$ cat src/rtl/seq_mul_div.sv
// seq_mul_div: multi-cycle signed Booth multiplier and restoring divider,
// retiring one bit per cycle and returning a 2*WIDTH result as hi/lo halves.
module seq_mul_div #(
    parameter int WIDTH = 32
) (
    input  logic             clock,
    input  logic             clear_n,
    input  logic             start,
    input  logic             op,
    input  logic [WIDTH-1:0] operand_a,
    input  logic [WIDTH-1:0] operand_b,
    output logic             busy,
    output logic             done,
    output logic             div_by_zero,
    output logic [WIDTH-1:0] result_hi,
    output logic [WIDTH-1:0] result_lo
);
    localparam int CW = $clog2(WIDTH);
    typedef enum logic [1:0] {IDLE, RUN, FIX} state_t;
    state_t           state_q;
    logic [CW-1:0]    count_q;
    logic             op_q, dz_q, neg_q_q, neg_r_q, qm1_q, qm1_d;
    logic             busy_q, done_q, div_by_zero_q;
    logic [WIDTH:0]   acc_q, acc_d, m_q, sum, shifted, diff;
    logic [WIDTH-1:0] q_q, q_d, a_mag, b_mag, quo, rem, hi_q, lo_q;
    logic             b_zero;

    // acc/m are WIDTH+1 bits so -2^31 survives both Booth subtract and magnitude compare
    always_comb begin
        a_mag   = operand_a[WIDTH-1] ? -operand_a : operand_a;
        b_mag   = operand_b[WIDTH-1] ? -operand_b : operand_b;
        b_zero  = operand_b == '0;
        sum     = acc_q + (({q_q[0], qm1_q} == 2'b01) ? m_q :
                           ({q_q[0], qm1_q} == 2'b10) ? -m_q : '0);
        shifted = {acc_q[WIDTH-1:0], q_q[WIDTH-1]};
        diff    = shifted - m_q;
        acc_d   = op_q ? (diff[WIDTH] ? shifted : diff) : {sum[WIDTH], sum[WIDTH:1]};
        q_d     = op_q ? {q_q[WIDTH-2:0], ~diff[WIDTH]} : {sum[0], q_q[WIDTH-1:1]};
        qm1_d   = q_q[0];
        quo     = neg_q_q ? -q_q : q_q;
        rem     = neg_r_q ? -acc_q[WIDTH-1:0] : acc_q[WIDTH-1:0];
    end

    always_ff @(posedge clock) begin
        if (!clear_n) begin
            state_q       <= IDLE;
            count_q       <= '0;
            busy_q        <= 1'b0;
            done_q        <= 1'b0;
            div_by_zero_q <= 1'b0;
            hi_q          <= '0;
            lo_q          <= '0;
            op_q          <= 1'b0;
            dz_q          <= 1'b0;
            neg_q_q       <= 1'b0;
            neg_r_q       <= 1'b0;
            qm1_q         <= 1'b0;
            acc_q         <= '0;
            m_q           <= '0;
            q_q           <= '0;
        end else begin
            done_q <= 1'b0;
            case (state_q)
                IDLE: if (start) begin
                    op_q    <= op;
                    busy_q  <= 1'b1;
                    count_q <= '0;
                    qm1_q   <= 1'b0;
                    acc_q   <= '0;
                    dz_q    <= op && b_zero;
                    q_q     <= !op ? operand_b : (b_zero ? operand_a : a_mag);
                    m_q     <= op ? {1'b0, b_mag} : {operand_a[WIDTH-1], operand_a};
                    neg_q_q <= operand_a[WIDTH-1] ^ operand_b[WIDTH-1];
                    neg_r_q <= operand_a[WIDTH-1];
                    state_q <= (op && b_zero) ? FIX : RUN;
                end
                RUN: begin
                    acc_q   <= acc_d;
                    q_q     <= q_d;
                    qm1_q   <= qm1_d;
                    count_q <= count_q + CW'(1);
                    if (count_q == CW'(WIDTH - 1)) state_q <= FIX;
                end
                FIX: begin
                    busy_q        <= 1'b0;
                    done_q        <= 1'b1;
                    div_by_zero_q <= dz_q;
                    hi_q          <= dz_q ? q_q : op_q ? rem : acc_q[WIDTH-1:0];
                    lo_q          <= dz_q ? '1 : op_q ? quo : q_q;
                    state_q       <= IDLE;
                end
                default: state_q <= IDLE;
            endcase
        end
    end

    assign busy        = busy_q;
    assign done        = done_q;
    assign div_by_zero = div_by_zero_q;
    assign result_hi   = hi_q;
    assign result_lo   = lo_q;
endmodule
$ cat config.mk
export PLATFORM = sky130hd
export DESIGN_NAME = seq_mul_div
export DESIGN_NICKNAME = d
export VERILOG_FILES = /design/src/rtl/seq_mul_div.sv
export SDC_FILE = /design/constraint.sdc
export NUM_CORES = 1
export LEC_CHECK = 0
export BUFFER_PORTS_ARGS = -buffer_cell sky130_fd_sc_hd__buf_2
export CORE_MARGIN = 3
export CORE_UTILIZATION = 40
export DETAILED_ROUTE_END_ITERATION = 12
export PLACE_DENSITY_LB_ADDON = 0.2
export SLEW_MARGIN = 20
export SYNTH_ARGS = -nofsm -noshare
export SYNTH_HDL_FRONTEND = slang
export SYNTH_SLANG_ARGS = --single-unit
$ cat constraint.sdc
create_clock -name clock -period 4.53 [get_ports clock]
set_clock_uncertainty 0.1 [all_clocks]
set_input_delay 0.6795 -clock clock [delete_from_list [all_inputs] [get_ports clock]]
set_output_delay 0.6795 -clock clock [all_outputs]
set_load 0.01 [all_outputs]
* After elaboration in Yosys (flattened, before gate mapping)
Index checks and enable logic that the tools add are counted.
Word-level totals: register bits after elaboration 177, bits of input ports 68, output and inout bits 67, logic and storage cells 72
Operators by class: add/subtract/negate cells 8, equality and inequality tests 7, multiplexer cells 31, bitwise logic cells 2, reduce and logical (&&, ||, !) cells 9
Operators with widths (count):
- $mux 32 | 12
- $mux 33 | 6
- $neg 32->32 | 4
- $pmux 33 s2 | 1
- $pmux 32 s2 | 1
- $add 33x33->33 | 1
- $neg 33->33 | 1
- $sub 33x33->33 | 1
- $logic_not 32->1 | 1
- $pmux 5 s2 | 1
- $reduce_and 2->1 | 4
- $mux 2 | 3
- $add 5x1->5 const B | 1
- $eq 5x5->1 const B | 1
- $mux 5 | 1
- $eq 2x1->1 const B | 2
- $eq 2x2->1 const B | 2
- $ne 2x2->1 const B | 2
- $pmux 1 s2 | 2
- $pmux 2 s2 | 1
- $reduce_bool 2->1 | 2
- $mux 1 | 3
- $logic_not 2->1 | 1
- $logic_and 1x1->1 | 1
- 2 further kinds | 2

* Logic depth before layout (Yosys ltp)
Gate-level depths: netlist (run 1).
depth in word-level cells 6, depth in mapped cells 19, depth with buffers taken out 19

* Least setup slack after synthesis (run 1)
OpenSTA, ideal clock, no wires.
kind reg-to-reg, start reg m_q[2], end reg acc_q[30], library setup time 127 ps, arrival 3906 ps, data required time 4303 ps, slack 398 ps, stages on the path, launching flop included 16, buffers on the path 0, period minus slack after synthesis 4132 ps, path through dfxtp_1 > or4_4 > nor4b_4 > nand2_1 > nor3_1 > nand2_1 > xnor2_1 > o22ai_1 > ha_1 > and4_1 > nor2b_1 > a2111oi_4 > o211ai_1 > a221oi_1 > mux2i_1 > a31oi_1
Between the ends: word-level cells in the longest chain between the ends 6, elaborated cells between the ends (all ways) 8, those cells by class add/sub (3); mux (5)
RTL lines:
- start: declaration | RTL line 24 | logic [WIDTH:0] acc_q, acc_d, m_q, sum, shifted, diff;
- start signal: assignment | RTL line 72 | m_q <= op ? {1'b0, b_mag} : {operand_a[WIDTH-1], operand_a};
- $neg 33->33 | RTL line 34 | ({q_q[0], qm1_q} == 2'b10) ? -m_q : '0);
- $mux 33 | RTL line 34
- $mux 33 | RTL line 33 | sum = acc_q + (({q_q[0], qm1_q} == 2'b01) ? m_q :
- $add 33x33->33 | RTL line 33
- $mux 33 (*) | RTL line 37 | acc_d = op_q ? (diff[WIDTH] ? shifted : diff) : {sum[WIDTH], sum[WIDTH:1]};
- $pmux 33 s2 (*) | RTL line 63 | case (state_q)
- end signal: assignment | RTL line 58 | acc_q <= '0;
- end signal: assignment | RTL line 69 | acc_q <= '0;
- end signal: assignment | RTL line 78 | acc_q <= acc_d;
- end: declaration | RTL line 24
Every way passes the cells marked *; elsewhere a longest branch is shown, timed or not. A chain may end at the register's enable or synchronous reset.

* Worst setup path in the final report (run 1)
start reg m_q[3], end reg acc_q[30]
The elaborated chain is that of the path after synthesis.

==> results_tabular.tex, run 1 <==
\begin{tabular}{lr}
\hline
Metric & Value \\
\hline
\multicolumn{2}{l}{\textbf{Run status}} \\
Status & completed \\
\multicolumn{2}{l}{\textbf{Placed design}} \\
Half-perimeter wire length after detailed placement & 42500 µm \\
Post-DP Area & 16100 µm² \\
Last weighted congestion value of the routability-driven placer & 0.973 \\
Number of I/O port buffers & 134 \\
Setup slack after placement & 113 ps \\
\multicolumn{2}{l}{\textbf{STA}} \\
Final number of hold-violating endpoints & 0 \\
Final period utilization & 93.6\% \\
RSZ-0062 raised after global routing & no \\
F\_max & 0.236 GHz \\
Shortest period the worst path allows & 4240 ps \\
Worst relative slew slack & 27.0\% \\
Final sum of negative setup slack & 0 ps \\
Final setup violation count & 0 \\
Max-slew violation count & 0 \\
Slack of the critical path & 290 ps \\
Measured slew at the worst slew-check pin & 1090 ps \\
\multicolumn{2}{l}{\textbf{Synthesis}} \\
Number of cells produced by synthesis & 2047 \\
Proportion of synthesized chip area in sequential cells & 23.6\% \\
Biggest area consumer among synthesized cells & sky130\_fd\_sc\_hd\_\_dfxtp\_1 \\
Per-instance average area after synthesis & 7.32 µm² \\
EDFF count, synth & 0 \\
Primary FF master, synth & sky130\_fd\_sc\_hd\_\_dfxtp\_1 \\
Area share of fa/ha/maj cells after synthesis & 6.28\% \\
Area fraction in compound gates after synthesis & 28.0\% \\
Simple-gate area share of the yosys netlist & 20.5\% \\
Fraction of registers with async set or reset after synthesis & 0\% \\
Area share of the largest cell type after synthesis & 23.6\% \\
Count of cell types in the netlist & 84 \\
Cells taking the most area after synthesis & sky130\_fd\_sc\_hd\_\_dfxtp\_1 24\%, sky130\_fd\_sc\_hd\_\_xnor2\_1 7.0\%, sky130\_fd\_sc\_hd\_\_a21oi\_1 6.7\% \\
Post-Synthesis Cell Area & 15000 µm² \\
Leading cell type by number of instances after synthesis & sky130\_fd\_sc\_hd\_\_nand2\_1 \\
Post-Synthesis Net Count & 2189 \\
Total of warnings raised by yosys & 0 \\
Portion of netlist area occupied by mux cells & 4.11\% \\
Synthesis-stage register bit count & 177 \\
Main combinational cell family by area after synthesis & compound AO/OA/AOI/OAI gates \\
Most numerous cell types in the synthesized netlist & 218 x sky130\_fd\_sc\_hd\_\_nand2\_1, 206 x sky130\_fd\_sc\_hd\_\_nor2\_1, 202 x sky130\_fd\_sc\_hd\_\_a21oi\_1 \\
Post-synthesis share of cell area spent on xor and xnor gates & 11.7\% \\
\multicolumn{2}{l}{\textbf{Detailed routing}} \\
WL/cell & 21.2 µm \\
Number of detailed-route iterations in the first pass & 7 \\
Violation count after the first detailed-routing iteration & 1464 \\
Vias per cell & 6.04 \\
Total wirelength of the detailed-routed design & 55200 µm \\
Vias after detailed routing & 15700 \\
Number of antenna-violating nets in the routed design & 0 \\
Post-route DRC violation count & 0 \\
\multicolumn{2}{l}{\textbf{GRT}} \\
Overall fraction of global-route tracks in use & 27.0\% \\
Largest net degree at the start of global routing & 97 \\
Global-route wire length before repair & 84300 µm \\
Via count of the first global-routing pass & 14400 \\
M2 GR Usage & 42.4\% \\
Remaining global-route overflow & 0 \\
Fraction of met1 tracks used by global routing & 38.9\% \\
M3 GR Usage & 3.86\% \\
Gr busiest metal & met2 \\
Initial antenna violation count & 0 \\
\multicolumn{2}{l}{\textbf{Clock network}} \\
Clock buffer count from CTS & 17 \\
Clock tree from TritonCTS & built \\
Buffer type at the clock tree root & sky130\_fd\_sc\_hd\_\_clkbuf\_16 \\
Number of levels in the clock H-tree & 4 \\
Worst-case clock buffer depth & 2 \\
Clock edge transition at the registers on the reported setup and hold paths & 80 ps \\
Clock insertion delay at the later pin of the skew report & 450 ps \\
Count of hold-fix buffers inserted at cts & 0 \\
Clock tree sinks & 177 \\
\multicolumn{2}{l}{\textbf{Final layout}} \\
Antenna diode instance count & 0 \\
Layout net count & 2265 \\
Layout fillers & 3704 \\
Area growth from synthesis to layout & 12.0\% \\
Proportion of layout cells with a drive suffix above 1 & 13.1\% \\
Final instance area & 16800 µm² \\
\multicolumn{2}{l}{\textbf{Setup path}} \\
CP max-delay cell & sky130\_fd\_sc\_hd\_\_or4\_4 \\
Register-to-Register Path Depth & 15 \\
Critical path fanouts, max & 4 \\
Crit end category & register \\
Required time worst endpoint & 4760 ps \\
Worst flop-to-flop path startpoint & m\_q[3]\$\_SDFFE\_PN0P\_ \\
Setup Crit Path Kind & reg -> reg \\
Cell-by-cell trace of the critical path & or4\_4 > nor4b\_4 > nand2\_1 > nor3\_2 > nand2\_1 > xnor2\_1 > o22ai\_1 > ha\_1 > and4\_1 > nor2b\_1 > a2111oi\_4 > o211ai\_1 > a221oi\_2 > mux2i\_1 > a31oi\_1 \\
Critical Path AT & 4470 ps \\
Setup slack of the most critical reg-to-reg path & 290 ps \\
Worst Setup Start Kind & register \\
Crit-path leading delay family & simple AND/OR/NAND/NOR gates \\
Reg-to-reg critical path endpoint & acc\_q[30]\$\_SDFFE\_PN0P\_ \\
Most frequent CP cell & sky130\_fd\_sc\_hd\_\_nand2\_1 \\
Combined buffer and inverter count along the critical path & 0 \\
Longest individual stage delay on the worst path & 570 ps \\
\multicolumn{2}{l}{\textbf{Floorplan}} \\
Core footprint & 36800 µm² \\
Floorplan die width & 200 µm \\
Initial standard-cell utilization of the core & 40.8\% \\
Top Ports & 135 \\
Site Rows & 70 \\
Chip Height & 200 µm \\
Die area & 39800 µm² \\
\multicolumn{2}{l}{\textbf{Worst hold path}} \\
Cells on Worst Hold Path & 2 \\
Startpoint of the worst hold path & result\_hi[9]\$\_SDFFE\_PN0P\_ \\
Hold WC Path Type & reg -> reg \\
End point of the most critical hold path & result\_hi[9]\$\_SDFFE\_PN0P\_ \\
\multicolumn{2}{l}{\textbf{Pwr}} \\
P\_leak & 6.74 nW \\
Peak VDD IR & 280 µV \\
Total power per unit cell area & 325 nW/µm² \\
\multicolumn{2}{l}{\textbf{Flow run}} \\
Max-capacitance violation count & 0 \\
\hline
\end{tabular}
==> logic make-up after synthesis <==
logic type / after synthesis
buffers and inverters: 210
adder cells (fa/ha/maj): 74
multiplexers: 61
flip-flops: 177
AND/OR/NAND/NOR: 648
XOR/XNOR: 201
AO/OA/AOI/OAI: 676
==> area by class of cell <==
cell class / instances / area, µm² / area share, %
sequential: 177 / 3550 / 21.1
timing repair buffer: 198 / 1180 / 7.01
multi-input combinational: 1660 / 10700 / 63.5
tap: 468 / 586 / 3.49
inverter: 69 / 259 / 1.54
clock inverter: 14 / 140 / 0.835
clock buffer: 17 / 425 / 2.53
==> worst register-to-register path: cells and delay by family (launching register included) <==
family,cells,cell delay [ps]
AO/OA/AOI/OAI,5,1370
flip-flops,1,330
AND/OR/NAND/NOR,7,1670
XOR/XNOR,1,130
adder cells (fa/ha/maj),1,300
multiplexers,1,210
==> power by group <==
group | total, mW | internal [mW] | switching [mW]
Clock | 1.48 | 0.727 | 0.752
Combinational | 2.13 | 0.848 | 1.28
Sequential | 1.85 | 1.65 | 0.195
==> worst max-delay path by stage <==
stage	from	endpoint	slack, ps	depth (start not counted)
6_report	m_q[3]$_SDFFE_PN0P_	acc_q[30]$_SDFFE_PN0P_	290	15
5_1_grt	m_q[3]$_SDFFE_PN0P_	acc_q[30]$_SDFFE_PN0P_	6	16
4_1_cts	m_q[3]$_SDFFE_PN0P_	acc_q[30]$_SDFFE_PN0P_	90	15
3_5_place_dp	m_q[3]$_SDFFE_PN0P_	acc_q[30]$_SDFFE_PN0P_	110	15
3_3_place_gp	m_q[2]$_SDFFE_PN0P_	acc_q[30]$_SDFFE_PN0P_	160	15
2_1_floorplan	m_q[2]$_SDFFE_PN0P_	acc_q[30]$_SDFFE_PN0P_	400	15
==> sequential cells by signal, summed over array words and instances, names as in the netlist, 2 cells and up <==
name and cells:
result_hi 32, state_q 2, result_lo 32, m_q 33
q_q 32, count_q 5, acc_q 33
==> through the flow <==
step | cells | utilization, % | hold WS [ps] | power [mW]
floorplan | 2047 | - | 345 | 3.33
global placement | 2567 | 43.8 | 343 | 3.94
detailed placement | 2567 | 43.8 | 345 | 3.96
CTS | 2598 | 45.4 | 356 | 5.43
global route | 2603 | 45.6 | 375 | 5.75
finish | 2603 | 45.6 | 355 | 5.46
==> timing repair <==
item / in CTS / in global routing
gates resized for setup: 0 / 9
endpoints found under the setup margin: 0 / 9
setup buffers: 0 / 4
==> placed cells by master, fill, tap and decap left out, types with 18 or more instances in the layout <==
master and instances:
sky130_fd_sc_hd__a211oi_1 43, sky130_fd_sc_hd__a21o_1 27, sky130_fd_sc_hd__a21oi_1 202, sky130_fd_sc_hd__a22oi_1 21, sky130_fd_sc_hd__a31oi_1 53, sky130_fd_sc_hd__buf_2 134, sky130_fd_sc_hd__buf_4 62, sky130_fd_sc_hd__dfxtp_1 175
sky130_fd_sc_hd__ha_1 71, sky130_fd_sc_hd__inv_1 68, sky130_fd_sc_hd__mux2i_1 57, sky130_fd_sc_hd__nand2_1 218, sky130_fd_sc_hd__nand3_1 41, sky130_fd_sc_hd__nor2_1 203, sky130_fd_sc_hd__nor3_1 35, sky130_fd_sc_hd__o21ai_0 167
sky130_fd_sc_hd__o22ai_1 31, sky130_fd_sc_hd__o31ai_1 22, sky130_fd_sc_hd__o41ai_1 18, sky130_fd_sc_hd__xnor2_1 120, sky130_fd_sc_hd__xor2_1 81
==> metal layers <==
layer  share of wire, %  wire length [µm]  vias to the layer above
li1                   -                 -                     7541
met1                 46             25300                     7501
met2                 45             24600                      599
met3                7.4              4080                       75
met4                2.2              1230                        0
met5                  0                 0                        -
(Power assumes the default switching activity.)
==> inputs of run 2 (changes only) <==
--- a/config.mk
+++ b/config.mk
@@ -10,6 +10,7 @@
 export CORE_UTILIZATION = 40
 export DETAILED_ROUTE_END_ITERATION = 12
 export PLACE_DENSITY_LB_ADDON = 0.2
+export REMOVE_ABC_BUFFERS = 1
 export SLEW_MARGIN = 20
 export SYNTH_ARGS = -nofsm -noshare
 export SYNTH_HDL_FRONTEND = slang
==> constraint.sdc (replaced) <==
create_clock -name clock -period 3.5 [get_ports clock]
set_clock_uncertainty 0.1 [all_clocks]
set_input_delay 0.525 -clock clock [delete_from_list [all_inputs] [get_ports clock]]
set_output_delay 0.525 -clock clock [all_outputs]
set_load 0.01 [all_outputs]
==> results_tabular.tex, run 2 (synthesized netlist as in run 1, its figures left out) <==
\begin{tabular}{lr}
\hline
Metric & Value \\
\hline
\multicolumn{2}{l}{\textbf{GRT}} \\
Remaining global-route overflow & 0 (unchanged) \\
Overall fraction of global-route tracks in use & 27.7\% (was 27.0\%) \\
Via count of the first global-routing pass & 15700 (was 14400) \\
Global-route wire length before repair & 87000 µm (was 84300 µm) \\
Initial antenna violation count & 0 (unchanged) \\
Largest net degree at the start of global routing & 86 (was 97) \\
\multicolumn{2}{l}{\textbf{STA}} \\
F\_max & 0.244 GHz (was 0.236 GHz) \\
Worst relative slew slack & 35.4\% (was 27.0\%) \\
Measured slew at the worst slew-check pin & 965 ps (was 1090 ps) \\
Final setup violation count & 29 (was 0) \\
RSZ-0062 raised after global routing & yes (was no) \\
Max-slew violation count & 0 (unchanged) \\
Final number of hold-violating endpoints & 0 (unchanged) \\
Final period utilization & 117\% (was 93.6\%) \\
Slack of the critical path & -601 ps (was 290 ps) \\
Shortest period the worst path allows & 4100 ps (was 4240 ps) \\
Worst hold slack after final layout & 300 ps (was 355 ps) \\
\multicolumn{2}{l}{\textbf{Floorplan}} \\
Top Ports & 135 (unchanged) \\
Initial standard-cell utilization of the core & 40.8\% (unchanged) \\
Core footprint & 36800 µm² (unchanged) \\
Site Rows & 70 (unchanged) \\
Floorplan die width & 200 µm (unchanged) \\
Chip Height & 200 µm (unchanged) \\
Die area & 39800 µm² (unchanged) \\
\multicolumn{2}{l}{\textbf{Final layout}} \\
Final Util & 51.9\% (was 45.6\%) \\
Largest registers & acc\_q: 33 flops, m\_q: 33 flops (unchanged) \\
Proportion of layout cells with a drive suffix above 1 & 24.7\% (was 13.1\%) \\
Most used cells in the layout excluding fill and tap cells & 269 x sky130\_fd\_sc\_hd\_\_buf\_4, 211 x sky130\_fd\_sc\_hd\_\_nand2\_1, 199 x sky130\_fd\_sc\_hd\_\_nor2\_1 (was 218 x sky130\_fd\_sc\_hd\_\_nand2\_1, 203 x sky130\_fd\_sc\_hd\_\_nor2\_1, 202 x sky130\_fd\_sc\_hd\_\_a21oi\_1) \\
Layout net count & 2494 (was 2265) \\
Area growth from synthesis to layout & 27.3\% (was 12.0\%) \\
Leading cell type in the layout, fill and taps excluded & sky130\_fd\_sc\_hd\_\_buf\_4 (was sky130\_fd\_sc\_hd\_\_nand2\_1) \\
Final instance area & 19100 µm² (was 16800 µm²) \\
\multicolumn{2}{l}{\textbf{Placed design}} \\
Last weighted congestion value of the routability-driven placer & 0.937 (was 0.973) \\
Setup slack after placement & -684 ps (was 113 ps) \\
Post-DP Area & 17600 µm² (was 16100 µm²) \\
Half-perimeter wire length after detailed placement & 42700 µm (was 42500 µm) \\
Number of I/O port buffers & 134 (unchanged) \\
\multicolumn{2}{l}{\textbf{Setup path}} \\
Critical path fanouts, max & 2 (was 4) \\
Most frequent CP cell & sky130\_fd\_sc\_hd\_\_buf\_4 (was sky130\_fd\_sc\_hd\_\_nand2\_1) \\
Required time worst endpoint & 3730 ps (was 4760 ps) \\
CP max-delay cell & sky130\_fd\_sc\_hd\_\_or4\_4 (unchanged) \\
Setup Crit Path Kind & reg -> reg (unchanged) \\
Crit end category & register (unchanged) \\
Worst Setup Start Kind & register (unchanged) \\
Longest individual stage delay on the worst path & 560 ps (was 570 ps) \\
Cell-by-cell trace of the critical path & or4\_4 > buf\_6 > nor4\_4 > buf\_4 > nand2\_4 > nor3\_2 > buf\_4 > nand3\_2 > xnor2\_2 > o22ai\_1 > ha\_1 > and4\_4 > nor2b\_4 > a2111oi\_4 > o211ai\_1 > buf\_4 > xnor2\_2 > a221oi\_2 > o21ai\_1 (was or4\_4 > nor4b\_4 > nand2\_1 > nor3\_2 > nand2\_1 > xnor2\_1 > o22ai\_1 > ha\_1 > and4\_1 > nor2b\_1 > a2111oi\_4 > o211ai\_1 > a221oi\_2 > mux2i\_1 > a31oi\_1) \\
Critical Path AT & 4330 ps (was 4470 ps) \\
\multicolumn{2}{l}{\textbf{Pwr}} \\
Share of total power consumed by net switching & 38.3\% (was 40.9\%) \\
Internal & 4.85 mW (was 3.23 mW) \\
Peak VDD IR & 431 µV (was 280 µV) \\
P\_leak & 8.07 nW (was 6.74 nW) \\
Total power per unit cell area & 412 nW/µm² (was 325 nW/µm²) \\
Overall Power & 7.86 mW (was 5.46 mW) \\
Sequential power share & 29.4\% (was 33.8\%) \\
Clock network fraction of total power & 25.9\% (was 27.1\%) \\
Power dissipated by switching net loads & 3.01 mW (was 2.23 mW) \\
Logic gate share of total power & 44.6\% (was 39.1\%) \\
\multicolumn{2}{l}{\textbf{Detailed routing}} \\
Violation count after the first detailed-routing iteration & 1247 (was 1464) \\
WL met3 & 3530 µm (was 4080 µm) \\
Vias after detailed routing & 16600 (was 15700) \\
Number of antenna-violating nets in the routed design & 0 (unchanged) \\
Vias per cell & 5.85 (was 6.04) \\
Total wirelength of the detailed-routed design & 56500 µm (was 55200 µm) \\
Top metal layer carrying routed signals & met4 (unchanged) \\
DRT met1 WL & 25500 µm (was 25300 µm) \\
Post-route DRC violation count & 0 (unchanged) \\
Met2 routed wirelength & 25900 µm (was 24600 µm) \\
Number of detailed-route iterations in the first pass & 6 (was 7) \\
WL/cell & 20.0 µm (was 21.2 µm) \\
\multicolumn{2}{l}{\textbf{Run status}} \\
Violations in the final reports & setup timing \\
Status & finished, violations left (was completed) \\
\multicolumn{2}{l}{\textbf{Worst hold path}} \\
Hold WC Path Type & in -> reg (was reg -> reg) \\
\multicolumn{2}{l}{\textbf{Clock network}} \\
Number of levels in the clock H-tree & 4 (unchanged) \\
Clock edge transition at the registers on the reported setup and hold paths & 70 ps (was 80 ps) \\
Clock buffer count from CTS & 17 (unchanged) \\
Clock tree from TritonCTS & built (unchanged) \\
Clock insertion delay at the later pin of the skew report & 450 ps (about the same) \\
Worst-case clock buffer depth & 2 (unchanged) \\
Buffer type at the clock tree root & sky130\_fd\_sc\_hd\_\_clkbuf\_16 (unchanged) \\
Clock tree sinks & 177 (unchanged) \\
\multicolumn{2}{l}{\textbf{Flow run}} \\
Max-capacitance violation count & 0 (unchanged) \\
\hline
\end{tabular}
[run 2: changes by cell type in the layout (fill, tap and decap cells not counted), moves of 13 or more]
cell / delta
sky130_fd_sc_hd__o21ai_0: -30
sky130_fd_sc_hd__buf_6: +20
sky130_fd_sc_hd__a21oi_2: +13
sky130_fd_sc_hd__o21ai_1: +25
sky130_fd_sc_hd__a21oi_1: -13
sky130_fd_sc_hd__buf_4: +207
[run 2: repair_timing]
action | CTS | global route
setup endpoints to repair | 34 | 34
resized for setup | 107 | 55
hold buffers | 0 | 0
cloned | 1 | 0
setup buffers | 26 | 15
pin swaps | 75 | 73
[run 2: worst max-delay path: cells and delay by family, from the launching register on]
family / cells / cell delay [ps]
XOR/XNOR: 2 / 280
AO/OA/AOI/OAI: 5 / 1050
buffers and inverters: 4 / 650
flip-flops: 1 / 320
AND/OR/NAND/NOR: 7 / 1270
adder cells (fa/ha/maj): 1 / 300
[run 2: final timing paths]
check,slack [ps],cells after the start,start,endpoint
worst min-delay path,300,3,operand_a[31],neg_r_q$_SDFFE_PN0P_
worst max-delay path,-600,19,m_q[2]$_SDFFE_PN0P_,acc_q[22]$_SDFFE_PN0P_
worst min register to register,350,2,result_hi[18]$_SDFFE_PN0P_,result_hi[18]$_SDFFE_PN0P_
worst max register to register,-600,19,m_q[2]$_SDFFE_PN0P_,acc_q[22]$_SDFFE_PN0P_
[run 2: power groups by stage]
stage / combinational (mW) / clock [mW] / sequential (mW)
final: 3.50 / 2.04 / 2.31
after global routing: 3.80 / 2.13 / 2.33
after CTS: 3.41 / 2.06 / 2.31
after detailed placement: 3.16 / 0 / 2.35
after global placement: 3.12 / 0 / 2.35
after floorplan: 1.89 / 0 / 2.35
[run 2: final cells by class]
class / instances / area, µm²
diodes: 1 / 2.50
inverters: 69 / 265
fillers: 3632 / 17700
repair buffers: 427 / 2990
multi-input cells: 1660 / 11100
clock buffers: 18 / 429
flip-flops and latches: 177 / 3550
clock inverters: 13 / 163
well taps: 468 / 586
[run 2: per-layer routing]
| metal | up-vias | GRT usage (%) |
|---|---|---|
| li1 | 7998 | - |
| met1 | 7907 | 37.9 |
| met2 | 572 | 44.8 |
| met3 | 94 | 4.32 |
| met4 | 0 | 8.84 |
| met5 | - | 0 |
[run 2: through the flow]
stage,instances,TNS (ps)
finish,2833,-8760
global route,2832,-14510
CTS,2823,-9610
detailed placement,2766,-12530
global placement,2766,-10600
floorplan,1906,-48820
